File: config.mk
export PLATFORM = sky130hd
export DESIGN_NAME = can_tx_arbiter
export DESIGN_NICKNAME = d
export VERILOG_FILES = /design/src/rtl/can_tx_pkg.sv /design/src/rtl/can_tx_prio_sel.sv /design/src/rtl/can_tx_arbiter.sv
export SDC_FILE = /design/constraint.sdc
export NUM_CORES = 1
export LEC_CHECK = 0
export ABC_AREA = 1
export CAP_MARGIN = 20
export CELL_PAD_IN_SITES_DETAIL_PLACEMENT = 0
export CELL_PAD_IN_SITES_GLOBAL_PLACEMENT = 1
export CORE_AREA = 3 3 255 257
export CTS_BUF_LIST = sky130_fd_sc_hd__clkbuf_8 sky130_fd_sc_hd__clkbuf_16
export DETAILED_ROUTE_END_ITERATION = 7
export DIE_AREA = 0 0 258 260
export GPL_TIMING_DRIVEN = 1
export PLACE_DENSITY = 0.69
export SLEW_MARGIN = 15
export SYNTH_ARGS = -nofsm -noshare
export SYNTH_HDL_FRONTEND = slang
export SYNTH_SLANG_ARGS = --single-unit
File: constraint.sdc
create_clock -name i_sys_clk -period 2.3 [get_ports i_sys_clk]
set_clock_uncertainty 0.1 [all_clocks]
set_input_delay 0.345 -clock i_sys_clk [delete_from_list [all_inputs] [get_ports i_sys_clk]]
set_output_delay 0.345 -clock i_sys_clk [all_outputs]
set_load 0.005 [all_outputs]
File: src/rtl/can_tx_pkg.sv
// Shared types and helpers for the CAN transmit arbiter.
// FSM state encoding, arbitration mode codes and frame ID extraction.
package can_tx_pkg;

    typedef enum logic [2:0] {
        IDLE,
        PREPARE,
        LATCH,
        SEND,
        WAIT_DONE
    } state_t;

    localparam int MODE_FIXED  = 0;
    localparam int MODE_LOW_ID = 1;

    localparam int MAX_DATA_W = 1024;
    localparam int MAX_ID_W   = 32;

    // ID sits in the top id_w bits of a data_w-wide frame.
    function automatic logic [MAX_ID_W-1:0] frame_id(
        input logic [MAX_DATA_W-1:0] frame,
        input int                    data_w,
        input int                    id_w
    );
        logic [MAX_ID_W-1:0] id;
        id = '0;
        for (int i = 0; i < MAX_ID_W; i++) begin
            if (i < id_w) begin
                id[i] = frame[data_w - id_w + i];
            end
        end
        return id;
    endfunction

endpackage

File: src/rtl/can_tx_prio_sel.sv
// Combinational winner select across all transmit sources.
// Fixed-index or lowest-ID priority; ID ties go to the lower index.
module can_tx_prio_sel
    import can_tx_pkg::*;
#(
    parameter int N_SRC  = 4,
    parameter int DATA_W = 128,
    parameter int ID_W   = 11,
    parameter int MODE   = 0,
    parameter int SEL_W  = 2
) (
    input  logic [N_SRC-1:0]        valid,
    input  logic [N_SRC*DATA_W-1:0] data,
    output logic                    any,
    output logic [SEL_W-1:0]        win
);

    logic [ID_W-1:0] best_id;
    logic [ID_W-1:0] cur_id;

    always_comb begin
        any     = 1'b0;
        win     = '0;
        best_id = '1;
        cur_id  = '0;
        for (int s = 0; s < N_SRC; s++) begin
            cur_id = ID_W'(frame_id(
                MAX_DATA_W'(data[s*DATA_W +: DATA_W]), DATA_W, ID_W));
            if (valid[s]) begin
                // Strict compare keeps the first (lowest) index on equal IDs.
                if (!any || (MODE == MODE_LOW_ID && cur_id < best_id)) begin
                    any     = 1'b1;
                    win     = SEL_W'(s);
                    best_id = cur_id;
                end
            end
        end
    end

endmodule

File: src/rtl/can_tx_arbiter.sv
// Arbitrates N transmit sources onto one CAN core, with retry on
// arbitration loss, abort, and a synchronized core-busy handshake.
module can_tx_arbiter
    import can_tx_pkg::*;
#(
    parameter int N_SRC     = 4,
    parameter int DATA_W    = 128,
    parameter int ID_W      = 11,
    parameter int MODE      = 0,
    parameter int MAX_RETRY = 8
) (
    input  logic                    i_sys_clk,
    input  logic                    i_reset_n,
    input  logic                    i_cen,
    input  logic [N_SRC-1:0]        i_src_valid,
    input  logic [N_SRC*DATA_W-1:0] i_src_data,
    output logic [N_SRC-1:0]        o_src_r_en,
    input  logic                    i_busy_can,
    input  logic                    i_tx_done,
    input  logic                    i_arb_lost,
    input  logic                    i_abort,
    output logic [DATA_W-1:0]       o_send_data,
    output logic                    o_send_en,
    output logic [((N_SRC > 1) ? $clog2(N_SRC) : 1)-1:0] o_src_sel,
    output logic                    o_tx_ok,
    output logic                    o_tx_fail
);

    localparam int SEL_W = (N_SRC > 1) ? $clog2(N_SRC) : 1;
    localparam logic [7:0] RETRY_LAST = 8'(MAX_RETRY - 1);

    state_t            state;
    state_t            state_n;
    logic              busy_m;
    logic              busy_s;
    logic [1:0]        warm;
    logic [7:0]        retry;
    logic [DATA_W-1:0] latch_data;
    logic              any_valid;
    logic [SEL_W-1:0]  win;
    logic              do_pop;
    logic              do_ok;
    logic              do_fail;
    logic              do_retry;

    can_tx_prio_sel #(
        .N_SRC  (N_SRC),
        .DATA_W (DATA_W),
        .ID_W   (ID_W),
        .MODE   (MODE),
        .SEL_W  (SEL_W)
    ) u_sel (
        .valid (i_src_valid),
        .data  (i_src_data),
        .any   (any_valid),
        .win   (win)
    );

    // Warm-up counter holds IDLE until the busy synchronizer has filled.
    always_ff @(posedge i_sys_clk or negedge i_reset_n) begin
        if (!i_reset_n) begin
            busy_m <= 1'b0;
            busy_s <= 1'b0;
            warm   <= 2'd0;
        end else begin
            busy_m <= i_busy_can;
            busy_s <= busy_m;
            if (!warm[1]) begin
                warm <= warm + 2'd1;
            end
        end
    end

    always_ff @(posedge i_sys_clk or negedge i_reset_n) begin
        if (!i_reset_n) begin
            state <= IDLE;
        end else begin
            state <= state_n;
        end
    end

    always_comb begin
        state_n  = state;
        do_pop   = 1'b0;
        do_ok    = 1'b0;
        do_fail  = 1'b0;
        do_retry = 1'b0;
        unique case (state)
            IDLE: begin
                if (i_cen && !busy_s && warm[1]) begin
                    state_n = PREPARE;
                end
            end
            PREPARE: begin
                if (!i_cen) begin
                    state_n = IDLE;
                end else if (any_valid) begin
                    state_n = LATCH;
                    do_pop  = 1'b1;
                end
            end
            LATCH: begin
                state_n = SEND;
            end
            SEND: begin
                if (i_abort) begin
                    do_fail = 1'b1;
                    state_n = PREPARE;
                end else if (busy_s) begin
                    state_n = WAIT_DONE;
                end
            end
            WAIT_DONE: begin
                if (i_tx_done) begin
                    do_ok   = 1'b1;
                    state_n = PREPARE;
                end else if (i_abort) begin
                    do_fail = 1'b1;
                    state_n = PREPARE;
                end else if (i_arb_lost) begin
                    if (retry < RETRY_LAST) begin
                        do_retry = 1'b1;
                        state_n  = SEND;
                    end else begin
                        do_fail = 1'b1;
                        state_n = PREPARE;
                    end
                end
            end
            default: begin
                state_n = IDLE;
            end
        endcase
    end

    always_ff @(posedge i_sys_clk or negedge i_reset_n) begin
        if (!i_reset_n) begin
            latch_data <= '0;
            o_src_sel  <= '0;
            o_src_r_en <= '0;
            o_tx_ok    <= 1'b0;
            o_tx_fail  <= 1'b0;
            retry      <= 8'd0;
        end else begin
            o_src_r_en <= '0;
            o_tx_ok    <= do_ok;
            o_tx_fail  <= do_fail;
            if (do_pop) begin
                latch_data <= i_src_data[int'(win)*DATA_W +: DATA_W];
                o_src_sel  <= win;
                o_src_r_en <= N_SRC'(1) << win;
                retry      <= 8'd0;
            end else if (do_retry) begin
                retry <= retry + 8'd1;
            end
        end
    end

    assign o_send_en   = (state == SEND);
    assign o_send_data = latch_data;

endmodule

==> results of run 1 <==
[logic make-up (layout without fill, tap and decap cells)]
logic type | Yosys count | count (layout)
AO/OA/AOI/OAI | 7 | 7
buffers and inverters | 675 | 1313
adder cells (fa/ha/maj) | 1 | 1
XOR/XNOR | 2 | 2
flip-flops | 151 | 151
AND/OR/NAND/NOR | 1354 | 1354
other | 0 | 5
[path summary, 6_finish.rpt]
kind,from,end,cells after the start
hold reg to reg,busy_m,busy_s,0
hold / removal,i_busy_can,busy_m,1
max in group asynchronous,i_reset_n,o_send_data[14],3
setup reg to reg,state[2],o_send_data[18],8
min in group asynchronous,i_reset_n,o_tx_ok,2
setup / recovery,state[2],o_send_en,4
[synth_stat cells, drive strengths merged]
cell type | n | area (um^2)
o21ai | 4 | 23.8
nand2 | 805 | 3030
nand4 | 2 | 12.5
or2 | 1 | 6.26
buf | 125 | 696
nor3 | 1 | 5.00
nand3 | 524 | 2620
a21oi | 3 | 15.0
xnor2 | 1 | 8.76
inv | 534 | 2000
clkbuf | 16 | 60.1
nor2 | 21 | 86.3
dfrtp | 151 | 3780
xor2 | 1 | 8.76
ha | 1 | 12.5
[layer usage]
layer,vias up,global-route usage
li1,7732,-
met4,2,0.0391
met1,6883,0.212
met3,39,0.0478
met2,465,0.314
met5,-,0
[power breakdown]
group | internal, W | total [W] | switching [W]
clock network | 0.00165 | 0.00300 | 0.00135
registers | 0.00377 | 0.00448 | 0.000703
logic | 0.00383 | 0.00709 | 0.00326
total | 0.00925 | 0.0146 | 0.00531
[per-stage QoR]
step | cells | setup slack (ps)
3_5_place_dp | 3641 | 9.88
5_1_grt | 3676 | 60.9
6_report | 3679 | 157
4_1_cts | 3674 | 96.8
2_1_floorplan | 2190 | 891
3_3_place_gp | 3641 | 63.8
[critical path, stage by stage (launching register included)]
cell and delay [ps]:
dfrtp_1 380, inv_2 90, nand3_1 100, inv_1 110, clkdlybuf4s50_1 540
[what timing repair did]
| action | CTS | global route |
|---|---|---|
| gates resized for setup | 0 | 0 |
| setup endpoints to repair | 0 | 0 |
| hold endpoints to repair | 37 | 0 |
| hold buffers | 1 | 0 |
[flip-flops by register name, indices dropped and copies added (netlist names)]
name	count
busy_m	1
busy_s	1
o_send_data	128
o_src_r_en	4
o_src_sel	2
o_tx_fail	1
o_tx_ok	1
retry	8
state	3
warm	2
[area by class of cell]
| class | count | area [um^2] |
|---|---|---|
| flip-flops and latches | 151 | 3780 |
| repair buffers | 747 | 7660 |
| multi-input cells | 1364 | 5870 |
| fillers | 7015 | 42000 |
| clock buffers | 18 | 439 |
| clock inverters | 14 | 160 |
| well taps | 846 | 1060 |
| inverters | 534 | 2020 |
| diodes | 5 | 12.5 |
==> summary.md, run 1 <==
| Metric | Value |
|---|---|
| Status | `finished clean` |
| Simple-gate share of the synthesized area | `0.466` |
| Clk sinks | `~150` |
| Die Area | `roughly 67,000 um^2` |
| Fin Hold WS | `a little over 200 ps` |
| Synth Warn # | `0` |
| Post-DP HPWL | `about 47,000 um` |
| R2r setup slk | `roughly 570 ps` |
| Synthesized area | `~12,000 um^2` |
| Initial antenna violation count | `4` |
| CTS tree | `done` |
| Die height | `~260 um` |
| CP max FO | `6` |
| Synth Area in Compound Gates | `0.00314` |
| Uppermost routed layer | `met5` |
| Critical path endpoint category | `output port` |
| Area Growth Syn to Fin | `69.8%` |
| Core Footprint | `approximately 63,000 um^2` |
| Clock transition at path regs | `70 ps` |
| Die X | `between 200 and 300 um` |
| Vias in the first global route | `approximately 15,000` |
| Routability cong. | `about 0.85` |
| Crit share post-route | `0.932` |
| Area after DPL | `20,400 um^2` |
| Top Ports | `660` |
| Syn_nets | `about 2,700` |
| DRT Wirelength | `approximately 60,000 um` |
| First-pass GRT wire length | `90,700 um` |
| Initial DRC Count | `between 900 and 1,000` |
| Antenna Nets Post-Route | `0` |
| WP data required | `between 1500 and 2000 ps` |
| Initial DRT Pass Iterations | `5` |
| Met2 wire length | `roughly 30,000 um` |
| Max Buffers Root-to-Sink | `2` |
| Lkg Pwr | `roughly 12 nW` |
| Mapped Cells | `about 2,200` |
| Routed len/inst | `approximately 16 um` |
| Main combinational cell family by area after synthesis | `simple AND/OR/NAND/NOR gates` |
| Post-synthesis register bit count | `~150` |
| Pwr/cell area | `693 nW/um^2` |
| Remaining Overflow, GRT | `0` |
| Vias | `15,100` |
| Mux share of post-synthesis cell area | `0` |
| WP data arrival | `~1700 ps` |
| Sequential fraction of the synthesis area | `0.306` |
| Core Util, Final | `0.333` |
| Total CTS buffers | `17` |
| Row cnt | `92` |
| Met3 routed WL | `~4200 um` |
| Port bufs | `~660` |
| Synth Area in Adders | `0.00101` |
| Total power | `about 0.015 W` |
| Critical Path Start Type | `register` |
| Final-stage net count | `3,339` |
| Via density | `between 4 and 5` |
| Relative slew margins | `0.617` |
| Setup TNS | `0 ps` |
| Pin count of the biggest net entering global routing | `a little over 80` |
| RSZ-0062 raised after global routing | `false` |
| Final-report max-slew violation count | `0` |
| Detailed-route wire length on metal 1 | `around 25,000 um` |
| Library cells used by synthesis | `21` |
| Fmax | `467 MHz` |
| Post-layout instance area | `~21,000 um^2` |
| Root buffer cell | `clkbuf_16` |
| Max Cap Viol | `0` |
| Share of cells above drive strength 1 | `0.0481` |
| Starting Density | `0.196` |
| Synthesized area per cell | `5.65 um^2` |
| Worst vdd ir | `approximately 470 uV` |
| Post-Synth XOR/XNOR Area | `0.00142` |
| Most frequent cells in the layout | `nand2_1, clkdlybuf4s50_1, inv_1` |
| Most common cell after layout, fill and taps aside | `nand2_1` |
| Endpoints failing hold | `0` |
| Clock Latency Late Sink | `480 ps` |
| Min-delay worst type | `in -> reg` |
| Critical path class | `reg -> out` |
| Post-route DRC | `0` |
| Htree depth | `4` |
| Final min period | `roughly 2100 ps` |
| Total GRT Usage | `0.176` |
| Final setup vio count | `0` |
| Worst Tran Pin Value | `about 570 ps` |
| # Post-CTS Setup Buffers | `0` |
No activity file was read; power rests on OpenSTA's default activity.
==> inputs of run 2 (changes only) <==
- CELL_PAD_IN_SITES_DETAIL_PLACEMENT: 0 -> default
- CELL_PAD_IN_SITES_GLOBAL_PLACEMENT: 1 -> default
- CORE_AREA: 3 3 255 257 -> 3 3 258 260
- CTS_CLUSTER_SIZE: default -> 24
- DIE_AREA: 0 0 258 260 -> 0 0 261 263
- PLACE_DENSITY: 0.69 -> 0.48
==> run 2 against run 1 <==
Against the previous run: first-iteration DRC count shrank 10%; critical path depth is the same; sequential power shrank 1%; via count shrank 0.24%; critical path type unchanged; highest routed layer unchanged.
==> summary.md, run 2 (synthesized netlist as in run 1, its figures left out) <==
| Metric | Value |
|---|---|
| Pin count of the biggest net entering global routing | `55 (was 81)` |
| Final setup vio count | `0 (unchanged)` |
| R2r setup slk | `660 ps (was 570 ps)` |
| Final-report max-slew violation count | `0 (unchanged)` |
| Lkg Pwr | `11.7 nW (was 11.6 nW)` |
| Initial antenna violation count | `2 (was 4)` |
| Share of cells above drive strength 1 | `0.0584 (was 0.0481)` |
| Min-delay worst type | `in -> reg (unchanged)` |
| Filler cell count | `7,131 (was 7,015)` |
| Most frequent cells in the layout | `nand2_1, clkdlybuf4s50_1, inv_1 (unchanged)` |
| Initial DRT Pass Iterations | `6 (was 5)` |
| Max Buffers Root-to-Sink | `2 (unchanged)` |
| CP max FO | `6 (unchanged)` |
| Via density | `4.06 (was 4.11)` |
| Total GRT Usage | `0.173 (was 0.176)` |
| Crit. Startpoint | `state[2] (unchanged)` |
| Vias in the first global route | `14,600 (was 14,800)` |
| Relative slew margins | `0.570 (was 0.617)` |
| Endpoints failing hold | `0 (unchanged)` |
| Number of cells on the worst reg-to-reg path | `9 (was 8)` |
| Die Area | `68,600 um^2 (was 67,100 um^2)` |
| Max reg flops | `128 (unchanged)` |
| WP data required | `1860 ps (about the same)` |
| Root buffer cell | `clkbuf_16 (unchanged)` |
| Row cnt | `93 (was 92)` |
| Critical path class | `reg -> out (unchanged)` |
| Top Ports | `660 (unchanged)` |
| Routability cong. | `0.861 (was 0.852)` |
| Most common cell after layout, fill and taps aside | `nand2_1 (unchanged)` |
| Setup TNS | `0 ps (unchanged)` |
| Area Growth Syn to Fin | `72.2% (was 69.8%)` |
| Die X | `261 um (was 258 um)` |
| Critical Path Stages | `4 (unchanged)` |
| Core Footprint | `64,300 um^2 (was 63,000 um^2)` |
| Post-DP HPWL | `48,300 um (was 47,300 um)` |
| Vias | `15,100 (about the same)` |
| Initial DRC Count | `896 (was 998)` |
| Starting Density | `0.192 (was 0.196)` |
| CTS resizes | `0 (unchanged)` |
| Fmax | `474 MHz (was 467 MHz)` |
| Pwr/cell area | `685 nW/um^2 (was 693 nW/um^2)` |
| Htree depth | `4 (unchanged)` |
| Critical Path Start Type | `register (unchanged)` |
| Clock transition at path regs | `70 ps (about the same)` |
| Total CTS buffers | `17 (unchanged)` |
| CP max stage delay | `520 ps (was 540 ps)` |
| Remaining Overflow, GRT | `0 (unchanged)` |
| CP delay by family, top | `buffers and inverters (unchanged)` |
| DRT Wirelength | `60,500 um (was 60,300 um)` |
| Crit path buf inv count | `3 (unchanged)` |
| Worst Tran Pin Value | `645 ps (was 574 ps)` |
| Die height | `263 um (was 260 um)` |
| Final-stage net count | `3,371 (was 3,339)` |
| Port bufs | `659 (unchanged)` |
| Status | `finished clean (unchanged)` |
| Cell Chain, Critical Path | `inv_2, nand3_1, inv_1, clkdlybuf4s50_1 (unchanged)` |
| Hold-fix buffers at CTS | `1 (unchanged)` |
| RSZ-0062 raised after global routing | `false (unchanged)` |
| Routed len/inst | `16.3 um (was 16.4 um)` |
| Crit path capture | `o_send_en (unchanged)` |
| Worst vdd ir | `356 uV (was 471 uV)` |
| # Post-CTS Setup Buffers | `0 (unchanged)` |
| Clk sinks | `151 (unchanged)` |
| Worst reg2reg path endpoint | `o_send_data[23] (was o_send_data[18])` |
| Max Cap Viol | `0 (unchanged)` |
| R2r startpoint | `state[2] (unchanged)` |
| Slowest-stage cell, CP | `clkdlybuf4s50_1 (unchanged)` |
| CTS tree | `done (unchanged)` |
| Clock Latency Late Sink | `470 ps (was 480 ps)` |
| First-pass GRT wire length | `90,200 um (was 90,700 um)` |
| Antenna Nets Post-Route | `0 (unchanged)` |
| Critical path endpoint category | `output port (unchanged)` |
| Post-route DRC | `0 (unchanged)` |
| Core Util, Final | `0.331 (was 0.333)` |
| Crit share post-route | `0.917 (was 0.932)` |
| Final min period | `2110 ps (was 2140 ps)` |
| WP data arrival | `1660 ps (was 1700 ps)` |
## run 2: layer usage
metal | share of wire | vias up | global-route usage
met5 | 0.00021 | - | 0
met3 | 0.065 | 41 | 0.0427
met4 | 0.015 | 2 | 0.0448
li1 | - | 7792 | -
met1 | 0.43 | 6803 | 0.213
met2 | 0.49 | 446 | 0.298
## run 2: area by class of cell
cell class | count | area (um^2) | area share
timing repair buffer | 779 | 7980 | 0.374
multi-input combinational | 1364 | 5870 | 0.276
sequential | 151 | 3780 | 0.177
inverter | 534 | 2020 | 0.0947
tap | 855 | 1070 | 0.0502
clock buffer | 20 | 467 | 0.0219
clock inverter | 12 | 118 | 0.00552
antenna | 1 | 2.50 | 0.000117
## run 2: per-stage QoR
step	setup WS [ps]	instances	hold WS [ps]	instance area (um^2)	power (W)
floorplan	891	2190	-50.6	12400	0.00701
global placement	41.9	3682	258	20700	0.0119
finish	191	3716	213	21300	0.0146
detailed placement	7.45	3682	246	20700	0.0119
global route	44.0	3716	184	21300	0.0157
CTS	118	3715	155	21300	0.0149
## run 2: report_power, final
group	switching [W]	internal, W	leakage [nW]	total [W]
clock	0.00128	0.00159	0.287	0.00287
sequential	0.000652	0.00377	1.90	0.00443
combinational	0.00332	0.00398	9.55	0.00730
total	0.00526	0.00934	11.7	0.0146
## run 2: worst register-to-register path: cells and delay by family (launching register included)
| family | cells | cell delay, ps |
|---|---|---|
| flops | 1 | 390 |
| compound gates | 1 | 80 |
| buf+inv | 4 | 600 |
| simple gates | 4 | 380 |
## run 2: worst min path at each step
stage	startpoint	depth (start not counted)	slack [ps]	end
6_report	i_busy_can	1	210	busy_m
5_1_grt	i_busy_can	1	180	busy_m
4_1_cts	i_busy_can	1	150	busy_m
3_5_place_dp	busy_m	0	250	busy_s
3_3_place_gp	busy_m	0	260	busy_s
2_1_floorplan	i_reset_n	0	-50	busy_m
